**config.mk**
```make
export PLATFORM = sky130hd
export DESIGN_NAME = mtx_ser
export DESIGN_NICKNAME = d
export VERILOG_FILES = /design/src/rtl/mtx_ser_pkg.sv /design/src/rtl/mtx_ser.sv
export SDC_FILE = /design/constraint.sdc
export NUM_CORES = 1
export LEC_CHECK = 0
export ABC_AREA = 1
export CAP_MARGIN = 20
export CORE_ASPECT_RATIO = 0.5
export CORE_UTILIZATION = 58
export DETAILED_ROUTE_END_ITERATION = 6
export DONT_BUFFER_PORTS = 1
export PLACE_DENSITY = 0.74
export SETUP_SLACK_MARGIN = 0.2
export SLEW_MARGIN = 20
export SYNTH_ARGS = -nofsm -noshare
export SYNTH_HDL_FRONTEND = slang
export SYNTH_SLANG_ARGS = --single-unit
```
**constraint.sdc**
```tcl
create_clock -name clk -period 2.4 [get_ports clk]
set_clock_uncertainty 0.15 [all_clocks]
set_input_delay 0.24 -clock clk [delete_from_list [all_inputs] [get_ports clk]]
set_output_delay 0.24 -clock clk [all_outputs]
set_load 0.005 [all_outputs]
```
**src/rtl/mtx_ser_pkg.sv**
```systemverilog
// Shared MIO transmit definitions: lane-width encodings, FSM states and sizing helpers.
package mtx_ser_pkg;

    localparam logic [1:0] MIO_W8  = 2'd0;
    localparam logic [1:0] MIO_W16 = 2'd1;
    localparam logic [1:0] MIO_W32 = 2'd2;
    localparam logic [1:0] MIO_W64 = 2'd3;

    typedef enum logic [1:0] {
        ST_IDLE = 2'd0,
        ST_SEND = 2'd1,
        ST_GAP  = 2'd2
    } mtx_state_e;

    function automatic int unsigned ceil_div(input int unsigned a, input int unsigned b);
        return (a + b - 1) / b;
    endfunction

endpackage

```
**src/rtl/mtx_ser.sv**
```systemverilog
// MIO transmit serializer: sends one PW-bit packet LSB-first as W-bit beats framed by
// tx_access, honours tx_wait pushback and leaves a one-cycle gap between packets.
module mtx_ser
    import mtx_ser_pkg::*;
#(
    parameter int unsigned PW  = 104,
    parameter int unsigned IOW = 64
) (
    input  logic           clk,
    input  logic           nreset,
    input  logic [1:0]     iowidth,
    input  logic           access_in,
    input  logic [PW-1:0]  packet_in,
    output logic           wait_out,
    output logic           tx_access,
    output logic [IOW-1:0] tx_packet,
    input  logic           tx_wait
);

    localparam int unsigned SRW  = (PW > IOW) ? PW : IOW;
    localparam int unsigned NB8  = ceil_div(PW, 8);
    localparam int unsigned NB16 = ceil_div(PW, 16);
    localparam int unsigned NB32 = ceil_div(PW, 32);
    localparam int unsigned NB64 = ceil_div(PW, 64);
    localparam int unsigned CW   = (NB8 > 1) ? $clog2(NB8) : 1;
    localparam logic [1:0]  WMAX = (IOW >= 64) ? MIO_W64 :
                                   (IOW >= 32) ? MIO_W32 :
                                   (IOW >= 16) ? MIO_W16 : MIO_W8;

    mtx_state_e     state_q, state_d;
    logic [SRW-1:0] sr_q, sr_d;
    logic [1:0]     wsel_q, wsel_d;
    logic [CW-1:0]  cnt_q, cnt_d;
    logic [IOW-1:0] tx_packet_q, tx_packet_d;
    logic           send_q;

    logic [1:0]     wsel_in;
    logic [SRW-1:0] sr_load;
    logic [SRW-1:0] sr_shift;

    function automatic logic [CW-1:0] last_beat(input logic [1:0] code);
        case (code)
            MIO_W8:  return CW'(NB8 - 1);
            MIO_W16: return CW'(NB16 - 1);
            MIO_W32: return CW'(NB32 - 1);
            default: return CW'(NB64 - 1);
        endcase
    endfunction

    // Low W bits of the shift register; lanes above W are forced to zero.
    function automatic logic [IOW-1:0] beat_of(input logic [SRW-1:0] sr, input logic [1:0] code);
        logic [IOW-1:0] m;
        for (int i = 0; i < int'(IOW); i++) begin
            m[i] = (i < (8 << int'(code)));
        end
        return sr[IOW-1:0] & m;
    endfunction

    function automatic logic [SRW-1:0] shift_beat(input logic [SRW-1:0] sr, input logic [1:0] code);
        case (code)
            MIO_W8:  return sr >> 8;
            MIO_W16: return sr >> 16;
            MIO_W32: return sr >> 32;
            default: return sr >> 64;
        endcase
    endfunction

    assign wsel_in  = (iowidth > WMAX) ? WMAX : iowidth;
    assign sr_load  = SRW'(packet_in);
    assign sr_shift = shift_beat(sr_q, wsel_q);

    // Next-state and datapath: load on accept, shift on each transferred beat.
    always_comb begin
        state_d     = state_q;
        sr_d        = sr_q;
        wsel_d      = wsel_q;
        cnt_d       = cnt_q;
        tx_packet_d = tx_packet_q;

        case (state_q)
            ST_IDLE, ST_GAP: begin
                if (access_in) begin
                    state_d     = ST_SEND;
                    wsel_d      = wsel_in;
                    sr_d        = sr_load;
                    cnt_d       = last_beat(wsel_in);
                    tx_packet_d = beat_of(sr_load, wsel_in);
                end else begin
                    state_d     = ST_IDLE;
                    tx_packet_d = '0;
                end
            end
            ST_SEND: begin
                if (!tx_wait) begin
                    if (cnt_q == '0) begin
                        state_d     = ST_GAP;
                        sr_d        = '0;
                        tx_packet_d = '0;
                    end else begin
                        sr_d        = sr_shift;
                        cnt_d       = cnt_q - CW'(1);
                        tx_packet_d = beat_of(sr_shift, wsel_q);
                    end
                end
            end
            default: begin
                state_d     = ST_IDLE;
                tx_packet_d = '0;
            end
        endcase
    end

    always_ff @(posedge clk or negedge nreset) begin
        if (!nreset) begin
            state_q     <= ST_IDLE;
            sr_q        <= '0;
            wsel_q      <= MIO_W8;
            cnt_q       <= '0;
            tx_packet_q <= '0;
            send_q      <= 1'b0;
        end else begin
            state_q     <= state_d;
            sr_q        <= sr_d;
            wsel_q      <= wsel_d;
            cnt_q       <= cnt_d;
            tx_packet_q <= tx_packet_d;
            send_q      <= (state_d == ST_SEND);
        end
    end

    // Frame valid and FIFO pushback are both the registered SEND decode.
    assign tx_access = send_q;
    assign wait_out  = send_q;
    assign tx_packet = tx_packet_q;

endmodule

```
# Yosys cells after proc, flatten, opt, wreduce, memory -nomap -nowiden
# Index checks and enable logic that the tools add are counted.
dict set report classes {
  n_bitwise 2
  muxes 19
  n_eq_ne 10
  shifts 2
  add_sub_neg 1
  n_reduce_logical 9
  n_lt_le_gt_ge 129
}
# op n
set ops {}
lappend ops {{7-bit by 32-bit less-than comparator with 1-bit output (first input constant)} 64}
lappend ops {{6-bit by 32-bit less-than comparator with 1-bit output (first input constant)} 32}
lappend ops {{5-bit by 32-bit less-than comparator with 1-bit output (first input constant)} 16}
lappend ops {{96-bit one-hot mux with 3 select lines} 1}
lappend ops {{4-bit by 32-bit less-than comparator with 1-bit output (first input constant)} 8}
lappend ops {{104-bit two-way mux} 2}
lappend ops {{104-bit one-hot mux with 2 select lines} 1}
lappend ops {{64-bit two-way mux} 3}
lappend ops {{64-bit AND} 2}
lappend ops {{3-bit by 32-bit less-than comparator with 1-bit output (first input constant)} 4}
lappend ops {{64-bit one-hot mux with 2 select lines} 1}
lappend ops {{96-bit two-way mux} 1}
lappend ops {{1-bit by 32-bit less-than comparator with 1-bit output (first input constant)} 2}
lappend ops {{2-bit by 32-bit less-than comparator with 1-bit output (first input constant)} 2}
lappend ops {{4-bit by 2-bit << shifter with 32-bit output (first input constant)} 2}
lappend ops {{4-bit two-way mux} 3}
lappend ops {{4-bit one-hot mux with 3 select lines} 1}
lappend ops {{2-bit by 1-bit == test with 1-bit output (second input constant)} 4}
lappend ops {{4-bit one-hot mux with 2 select lines} 1}
lappend ops {{2-bit == test (second input constant)} 3}
lappend ops {{2-bit logical NOT} 3}
lappend ops {{2-bit two-way mux} 3}
lappend ops {{2-bit inequality test (second input constant)} 3}
lappend ops {{4-bit logical NOT} 1}
lappend ops {{9 further kinds} 9}
dict set report totals {
  ff_bits 177
  input_bits 110
  wordCells 178
}

# Logic depth before layout (Yosys ltp)
# Gate-level depths: netlist (run 1).
dict set report logic_depth {
  word_depth 7
  mapped_depth 10
}

# Worst setup path after synthesis (run 1)
# OpenSTA, ideal clock, no wires.
dict set report synth_path {
  path_kind {reg2reg}
  start {reg cnt_q[0]}
  end {reg sr_q[42]}
  setup_ps 77
  stages_incl_launch_ff 9
  arrival_time_ps 1465
  path_buffers 1
  path_slack_ps 708
  period_less_slack_ps 1692
  cell_sequence {dfrtp_1 -> inv_1 -> ha_1 -> nand2_1 -> nand2_2 -> nor2_2 -> buf_2 -> nand2_1 -> a21oi_1}
}
dict set report synth_via {
  elab_chain_cells 4
}
# item line_no
set synth_rtl {}
lappend synth_rtl {{start, declared} mtx_ser.sv:33} ;# logic [CW-1:0] cnt_q, cnt_d;
lappend synth_rtl {{start signal, assigned} mtx_ser.sv:125} ;# cnt_q <= cnt_d;
lappend synth_rtl {{4-bit logical NOT} mtx_ser.sv:95} ;# if (cnt_q == '0) begin
lappend synth_rtl {{96-bit two-way mux} mtx_ser.sv:95}
lappend synth_rtl {{104-bit two-way mux} mtx_ser.sv:94} ;# if (!tx_wait) begin
lappend synth_rtl {{104-bit one-hot mux with 2 select lines} mtx_ser.sv:80} ;# case (state_q)
lappend synth_rtl {{end signal, assigned} mtx_ser.sv:123} ;# sr_q <= sr_d;
lappend synth_rtl {{end, declared} mtx_ser.sv:31} ;# logic [SRW-1:0] sr_q, sr_d;
# No other way between the ends. The select of a mux whose other input is x is not followed.
# A chain may end at the register's enable or synchronous reset.

# Final worst setup path (run 1)
dict set report layout_path {
  start {reg cnt_q[0]}
  end {reg tx_packet_q[34] (netlist: tx_packet[34])}
}
dict set report layout_via {
  elab_chain_cells 4
}
# item line_no
set layout_rtl {}
lappend layout_rtl {{4-bit logical NOT} mtx_ser.sv:95}
lappend layout_rtl {{64-bit two-way mux} mtx_ser.sv:95}
lappend layout_rtl {{64-bit two-way mux} mtx_ser.sv:94}
lappend layout_rtl {{64-bit one-hot mux with 2 select lines} mtx_ser.sv:80}
lappend layout_rtl {{end signal, assigned} mtx_ser.sv:126} ;# tx_packet_q <= tx_packet_d;
lappend layout_rtl {{end, declared} mtx_ser.sv:34} ;# logic [IOW-1:0] tx_packet_q, tx_packet_d;
# No other way between the ends. The select of a mux whose other input is x is not followed.

==> out/qor.yml, run 1 <==
finish:
  layout_common_cells: "nand2_1 (510), a21oi_1 (186), dfrtp_1 (169), nor2_1 (160), nand3_1 (131)"
  syn_to_final_growth_pct: 18.8
  fin_nets: 1579
  final_common_cell: "nand2_1"
  drive_above_1_share_pct: 5.56
  fill_cells: 1266
place:
  io_buffers: 0
  dp_hpwl_um: 25700
  place.gp.congestion: 1.01
synthesis:
  ys_types: 23
  ys_ff_latch: 169
  yosysWarnings: 0
  syn_nets: 1519
  syn_area_per_cell_um2: 6.89
  synth.yosys.seq_area_share_pct: 43.8
  syn_inst: 1403
  syn_area_um2: 9670
clock_tree:
  htreeDepth: 4
  cts_made_buffers: 17
  clkTransAtPathRegs_ns: 0.07
  clockRootBuffer: "clkbuf_16"
  cts_num_sinks: 169
  cts_buffer_depth: 2
  hold_buffers: 108
  cts_tree: "yes"
  clock_latency_ns: 0.44
  postCtsSetupBuffers: 0
run:
  maxCapViolations: 0
die:
  die_w_um: 185
  rows: 32
  die-area_um2: 17200
  ios: 176
  fp.dieH_um: 93.3
  core_region_area_um2: 15900
  initial_core_util_pct: 61.0
status:
  violations: "negative hold slack"
  status: "finished with violations"
detailed_routing:
  final_antenna_net_count: 0
  first_pass_iters: 6
  wirelength_um: 37900
  viasPerCell: 6.22
  drc_errors: 0
  wl_per_cell_um: 22.3
  via_count: 10600
  dr.first_iter.drc_count: 1632
global_routing:
  grt_pass1_vias: 9649
  grt_max_degree: 170
  overflow: 0
  antenna_found_initial: 0
  grt.total_usage_pct: 45.4
  grt_pass1_wl_um: 57100
timing:
  tns_ns: 0
  rsz0062_at_grt: "no"
  finalSetupViolCount: 0
  period_minus_slack_ns: 2.08
  maxSlewViolCount: 0
  tightest_slew_ns: 0.568
  maxSlewHeadroom_pct: 62.1
  worst_hold_slack_ns: -0.662
  max_clock_freq_ghz: 0.482
  fin_crit_sh_pct: 86.5
  finalHoldViolCount: 169
setup_path:
  rrSetupSlack_ns: 0.32
  arrival_ns: 2.26
  cp_data_required_time_ns: 2.58
  endpoint_kind: "register"
  crit_fanout: 44
  critical_path_class: "register to register"
  cp-start-kind: "register"
hold_path:
  min_path_type: "primary input to async pin"
power:
  p_leak_nw: 5.54
  peakVddDrop_mv: 1.44
  total_power_mw: 17.5
  p_per_area_nw_per_um2: 1520
## sequential cells by signal, summed over array words and instances, names as in the netlist
signal and flops:
sr_q 96, tx_packet 64, cnt_q 4, state_q 2, wsel_q 2, tx_access 1
## kinds of logic (layout without fill, tap and decap cells)
group	Yosys count	in the layout	synth area share [%]
simple gates	827	827	34.5
buf+inv	131	204	5.66
flops	169	169	43.8
other cells	0	3	0
xor+xnor	1	1	0.0906
fa+ha+maj	6	6	0.777
compound gates	269	269	15.3
## report_power, final
group | internal (mW) | switching (mW) | total [mW]
clock | 1.47 | 1.27 | 2.74
combinational | 2.82 | 5.84 | 8.66
sequential | 3.99 | 2.10 | 6.09
## final cells by class
class	count	area [um^2]	share of cell area, %
diodes	3	7.51	0.0654
multi-input cells	1103	4900	42.7
well taps	221	277	2.41
repair buffers	137	1370	12.0
clock buffers	19	443	3.86
clock inverters	13	121	1.06
inverters	35	131	1.14
flip-flops and latches	169	4230	36.8
## worst max-delay path: stages (launching register included)
cell,delay (ns)
dfrtp_1,0.38
inv_1,0.12
ha_1,0.22
nand2_1,0.12
nand2_2,0.18
buf_12,0.26
inv_1,0.17
nand3_1,0.13
nand2_1,0.08
nand2_1,0.08
nand2_1,0.05
## synth_stat cells
master    instances  area, um^2
clkbuf_1         54         203
xnor2_1           1        8.76
or2_1            10        62.6
buf_1             6        22.5
a22o_1            1        8.76
nor2_2            2        12.5
o22ai_1           8        50.1
a32o_1           23         230
nor2_4            1        11.3
clkinv_1          1        3.75
ha_1              6        75.1
buf_2            32         160
a21oi_1         186         931
or2_2             8        50.1
inv_1            29         109
nand2_1         511        1920
nand2_2           2        12.5
dfrtp_1         169        4230
nor2_1          162         608
buf_4             4        30.0
nand3_1         131         656
inv_2             5        18.8
o21ai_0          51         255
## path summary, 6_finish.rpt
kind	from	endpoint	cells after the start
hold reg to reg	tx_packet[39]	tx_packet[39]	2
setup reg to reg	cnt_q[0]	tx_packet[34]	10
setup / recovery	cnt_q[0]	tx_packet[34]	10
hold / removal	nreset	tx_packet[13]	0
min in group clk	iowidth[1]	tx_packet[47]	2
max in group asynchronous	nreset	sr_q[50]	0
## layer usage
layer	global-route usage [%]	wire length [um]	share of wire [%]	vias to the layer above
li1	-	-	-	4697
met5	0	0	0	-
met1	62.3	15300	40	4979
met2	62.8	14900	39	797
met4	13.7	1090	2.9	0
met3	21.5	6590	17	108
## metrics by stage
stage / utilization, % / hold WS (ns) / cell area (um^2) / worst slack, ns / std cells
after floorplan: - / -0.206 / 9670 / 0.708 / 1403
after global placement: 62.0 / -0.202 / 9830 / 0.428 / 1557
after detailed placement: 62.0 / -0.202 / 9830 / 0.418 / 1557
after CTS: 72.4 / -0.669 / 11500 / 0.377 / 1697
after global routing: 72.4 / -0.674 / 11500 / 0.215 / 1697
final: 72.4 / -0.662 / 11500 / 0.324 / 1700
## what timing repair did
item / in CTS / in global routing
hold endpoints to repair: 333 / 169
resized for setup: 0 / 1
setup endpoints to repair: 0 / 2
No activity file was read; power rests on OpenSTA's default activity.
==> run 2, diff against run 1 <==
--- a/config.mk
+++ b/config.mk
@@ -12,6 +12,7 @@
 export DETAILED_ROUTE_END_ITERATION = 6
 export DONT_BUFFER_PORTS = 1
 export PLACE_DENSITY = 0.74
+export REMOVE_ABC_BUFFERS = 1
 export SETUP_SLACK_MARGIN = 0.2
 export SLEW_MARGIN = 20
 export SYNTH_ARGS = -nofsm -noshare
==> run 2 against run 1 <==
  * The run still ends with negative hold slack left
  * First-iteration DRC count shrank 28%
  * Core utilization rose by 0.75 points
  * Total power shrank 4.1%
  * Sequential cell count unchanged
  * Final cell count up 0.53%
  * Clock power rose by 3%
  * Design area is 1.0% higher
==> out/qor.yml, run 2 (synthesis gave the netlist of run 1 again) <==
setup_path:
  arrival_ns: 2.41  # was 2.26 ns
  cp-start-kind: "primary input"  # was register
  endpoint_kind: "register"  # unchanged
  critical_path_class: "primary input to register"  # was register to register
  crit_start: "iowidth[0]"  # was cnt_q[0]
  cp_data_required_time_ns: 2.62  # was 2.58 ns
  rr_startpoint: "state_q[0]"  # was cnt_q[0]
  crit_fanout: 6  # was 44
hold_path:
  min_path_type: "primary input to async pin"  # unchanged
power:
  p_per_area_nw_per_um2: 1450  # was 1520 nW/um^2
  pwr-share-clk_pct: 16.8  # was 15.7%
  switchingPower_mw: 8.21  # was 9.21 mW
  p_int_mw: 8.57  # was 8.28 mW
  peakVddDrop_mv: 1.02  # was 1.44 mV
  p_comb_share_pct: 52.2  # was 49.5%
  power_frac_seq_pct: 31.0  # was 34.8%
  p_leak_nw: 5.58  # was 5.54 nW
  power_switching_share_pct: 48.9  # was 52.7%
place:
  io_buffers: 0  # unchanged
  placed_cell_area_um2: 9910  # was 9830 um^2
  place.gp.congestion: 0.883  # was 1.01
  dp_hpwl_um: 19500  # was 25700 um
clock_tree:
  cts_num_sinks: 169  # unchanged
  clkTransAtPathRegs_ns: 0.06  # was 0.07 ns
  clock_latency_ns: 0.44  # about the same
  htreeDepth: 4  # unchanged
  cts_tree: "yes"  # unchanged
  clockRootBuffer: "clkbuf_16"  # unchanged
  cts_made_buffers: 17  # unchanged
  cts_buffer_depth: 2  # unchanged
  hold_buffers: 107  # was 108
timing:
  finalSetupViolCount: 0  # unchanged
  fin_crit_sh_pct: 91.3  # was 86.5%
  tns_ns: 0  # unchanged
  finalHoldViolCount: 169  # unchanged
  maxSlewHeadroom_pct: 62.4  # was 62.1%
  rsz0062_at_grt: "yes"  # was no
  period_minus_slack_ns: 2.19  # was 2.08 ns
  maxSlewViolCount: 0  # unchanged
  max_clock_freq_ghz: 0.456  # was 0.482 GHz
  tightest_slew_ns: 0.564  # was 0.568 ns
  worst_hold_slack_ns: -0.654  # was -0.662 ns
detailed_routing:
  wl_per_cell_um: 18.8  # was 22.3 um
  dr.first_iter.drc_count: 1170  # was 1632
  via_count: 10200  # was 10600
  drc_errors: 0  # unchanged
  first_pass_iters: 5  # was 6
  final_antenna_net_count: 0  # unchanged
  wirelength_um: 32100  # was 37900 um
  viasPerCell: 5.95  # was 6.22
die:
  die-area_um2: 17200  # unchanged
  fp.dieH_um: 93.3  # unchanged
  initial_core_util_pct: 61.0  # unchanged
  rows: 32  # unchanged
  ios: 176  # unchanged
  die_w_um: 185  # unchanged
  core_region_area_um2: 15900  # unchanged
status:
  violations: "negative hold slack"  # unchanged
  status: "finished with violations"  # unchanged
global_routing:
  grt_pass1_wl_um: 50700  # was 57100 um
  grt_pass1_vias: 9801  # was 9649
  antenna_found_initial: 1  # was 0
  grt_max_degree: 170  # unchanged
  grt.total_usage_pct: 38.7  # was 45.4%
  overflow: 0  # unchanged
finish:
  layout_common_cells: "nand2_1 (510), a21oi_1 (186), dfrtp_1 (168), nor2_1 (160), nand3_1 (131)"  # was nand2_1 (510), a21oi_1 (186), dfrtp_1 (169), nor2_1 (160), nand3_1 (131)
  fin_nets: 1591  # was 1579
  syn_to_final_growth_pct: 20.1  # was 18.8%
  largest_reg_flops: 96  # unchanged
  regMostFlops: "sr_q"  # unchanged
  final_common_cell: "nand2_1"  # unchanged
  final_cell_area_um2: 11600  # was 11500 um^2
  drive_above_1_share_pct: 6.39  # was 5.56%
run:
  maxCapViolations: 0  # unchanged
run 2: changes by cell type in the layout (fill, tap and decap cells not counted), sizes merged:
cell	before	now
bufinv	1	2
inv	37	35
clkinv	9	6
buf	29	42
clkinvlp	1	4
diode	3	1
dlygate4sd3	108	107
run 2: worst max-delay path, stage by stage:
cell and delay [ns]:
dlygate4sd3_1 0.56, inv_1 0.10, ha_1 0.25, or2_2 0.30
nor2_1 0.37, buf_4 0.31, nand2_1 0.07, nand2_1 0.08
nand2_1 0.05, nand2_1 0.07
run 2: what timing repair did:
item	CTS	global route
gates resized for setup	0	2
setup endpoints to repair	0	41
buffers inserted	0	4
endpoints found under the hold margin	332	169
run 2: area by class of cell:
type / instances / area (um^2)
multi-input cells: 1103 / 4910
clock buffers: 19 / 443
diodes: 1 / 2.50
fillers: 1306 / 4250
repair buffers: 149 / 1470
flip-flops and latches: 169 / 4230
well taps: 221 / 277
inverters: 35 / 133
clock inverters: 12 / 143
run 2: worst paths after layout:
path | to | slack, ns | cells after the start
max in group asynchronous | wsel_q[1] | 2.42 | 0
setup reg to reg | tx_packet[46] | 0.30 | 5
hold reg to reg | tx_packet[1] | 0.36 | 2
setup / recovery | tx_packet[19] | 0.21 | 10
min in group clk | tx_packet[47] | 0.09 | 2
hold / removal | tx_packet[44] | -0.65 | 0
run 2: per-stage QoR:
| step | utilization (%) | std cells | setup slack (ns) | total power, mW |
|---|---|---|---|---|
| final | 73.2 | 1709 | 0.208 | 16.8 |
| after global routing | 73.2 | 1708 | 0.156 | 18.0 |
| after CTS | 72.9 | 1704 | 0.267 | 16.5 |
| after detailed placement | 62.5 | 1566 | 0.279 | 13.4 |
| after global placement | 62.5 | 1566 | 0.304 | 13.1 |
| after floorplan | - | 1307 | -3.99 | 10.6 |
run 2: layer usage:
| layer | track usage (%) | vias up | wire, um |
|---|---|---|---|
| met5 | 0 | - | 0 |
| met4 | 13.9 | 0 | 820 |
| met3 | 9.70 | 73 | 3430 |
| met2 | 60.8 | 578 | 14400 |
| met1 | 52.2 | 4799 | 13500 |
| li1 | - | 4718 | - |
run 2: power by group through the flow:
stage / logic, mW / clock network, mW / registers (mW)
after floorplan: 5.68 / 0 / 4.96
after global placement: 8.02 / 0 / 5.13
after detailed placement: 8.23 / 0 / 5.16
after CTS: 8.49 / 2.83 / 5.13
after global routing: 9.75 / 2.97 / 5.33
final: 8.76 / 2.82 / 5.19
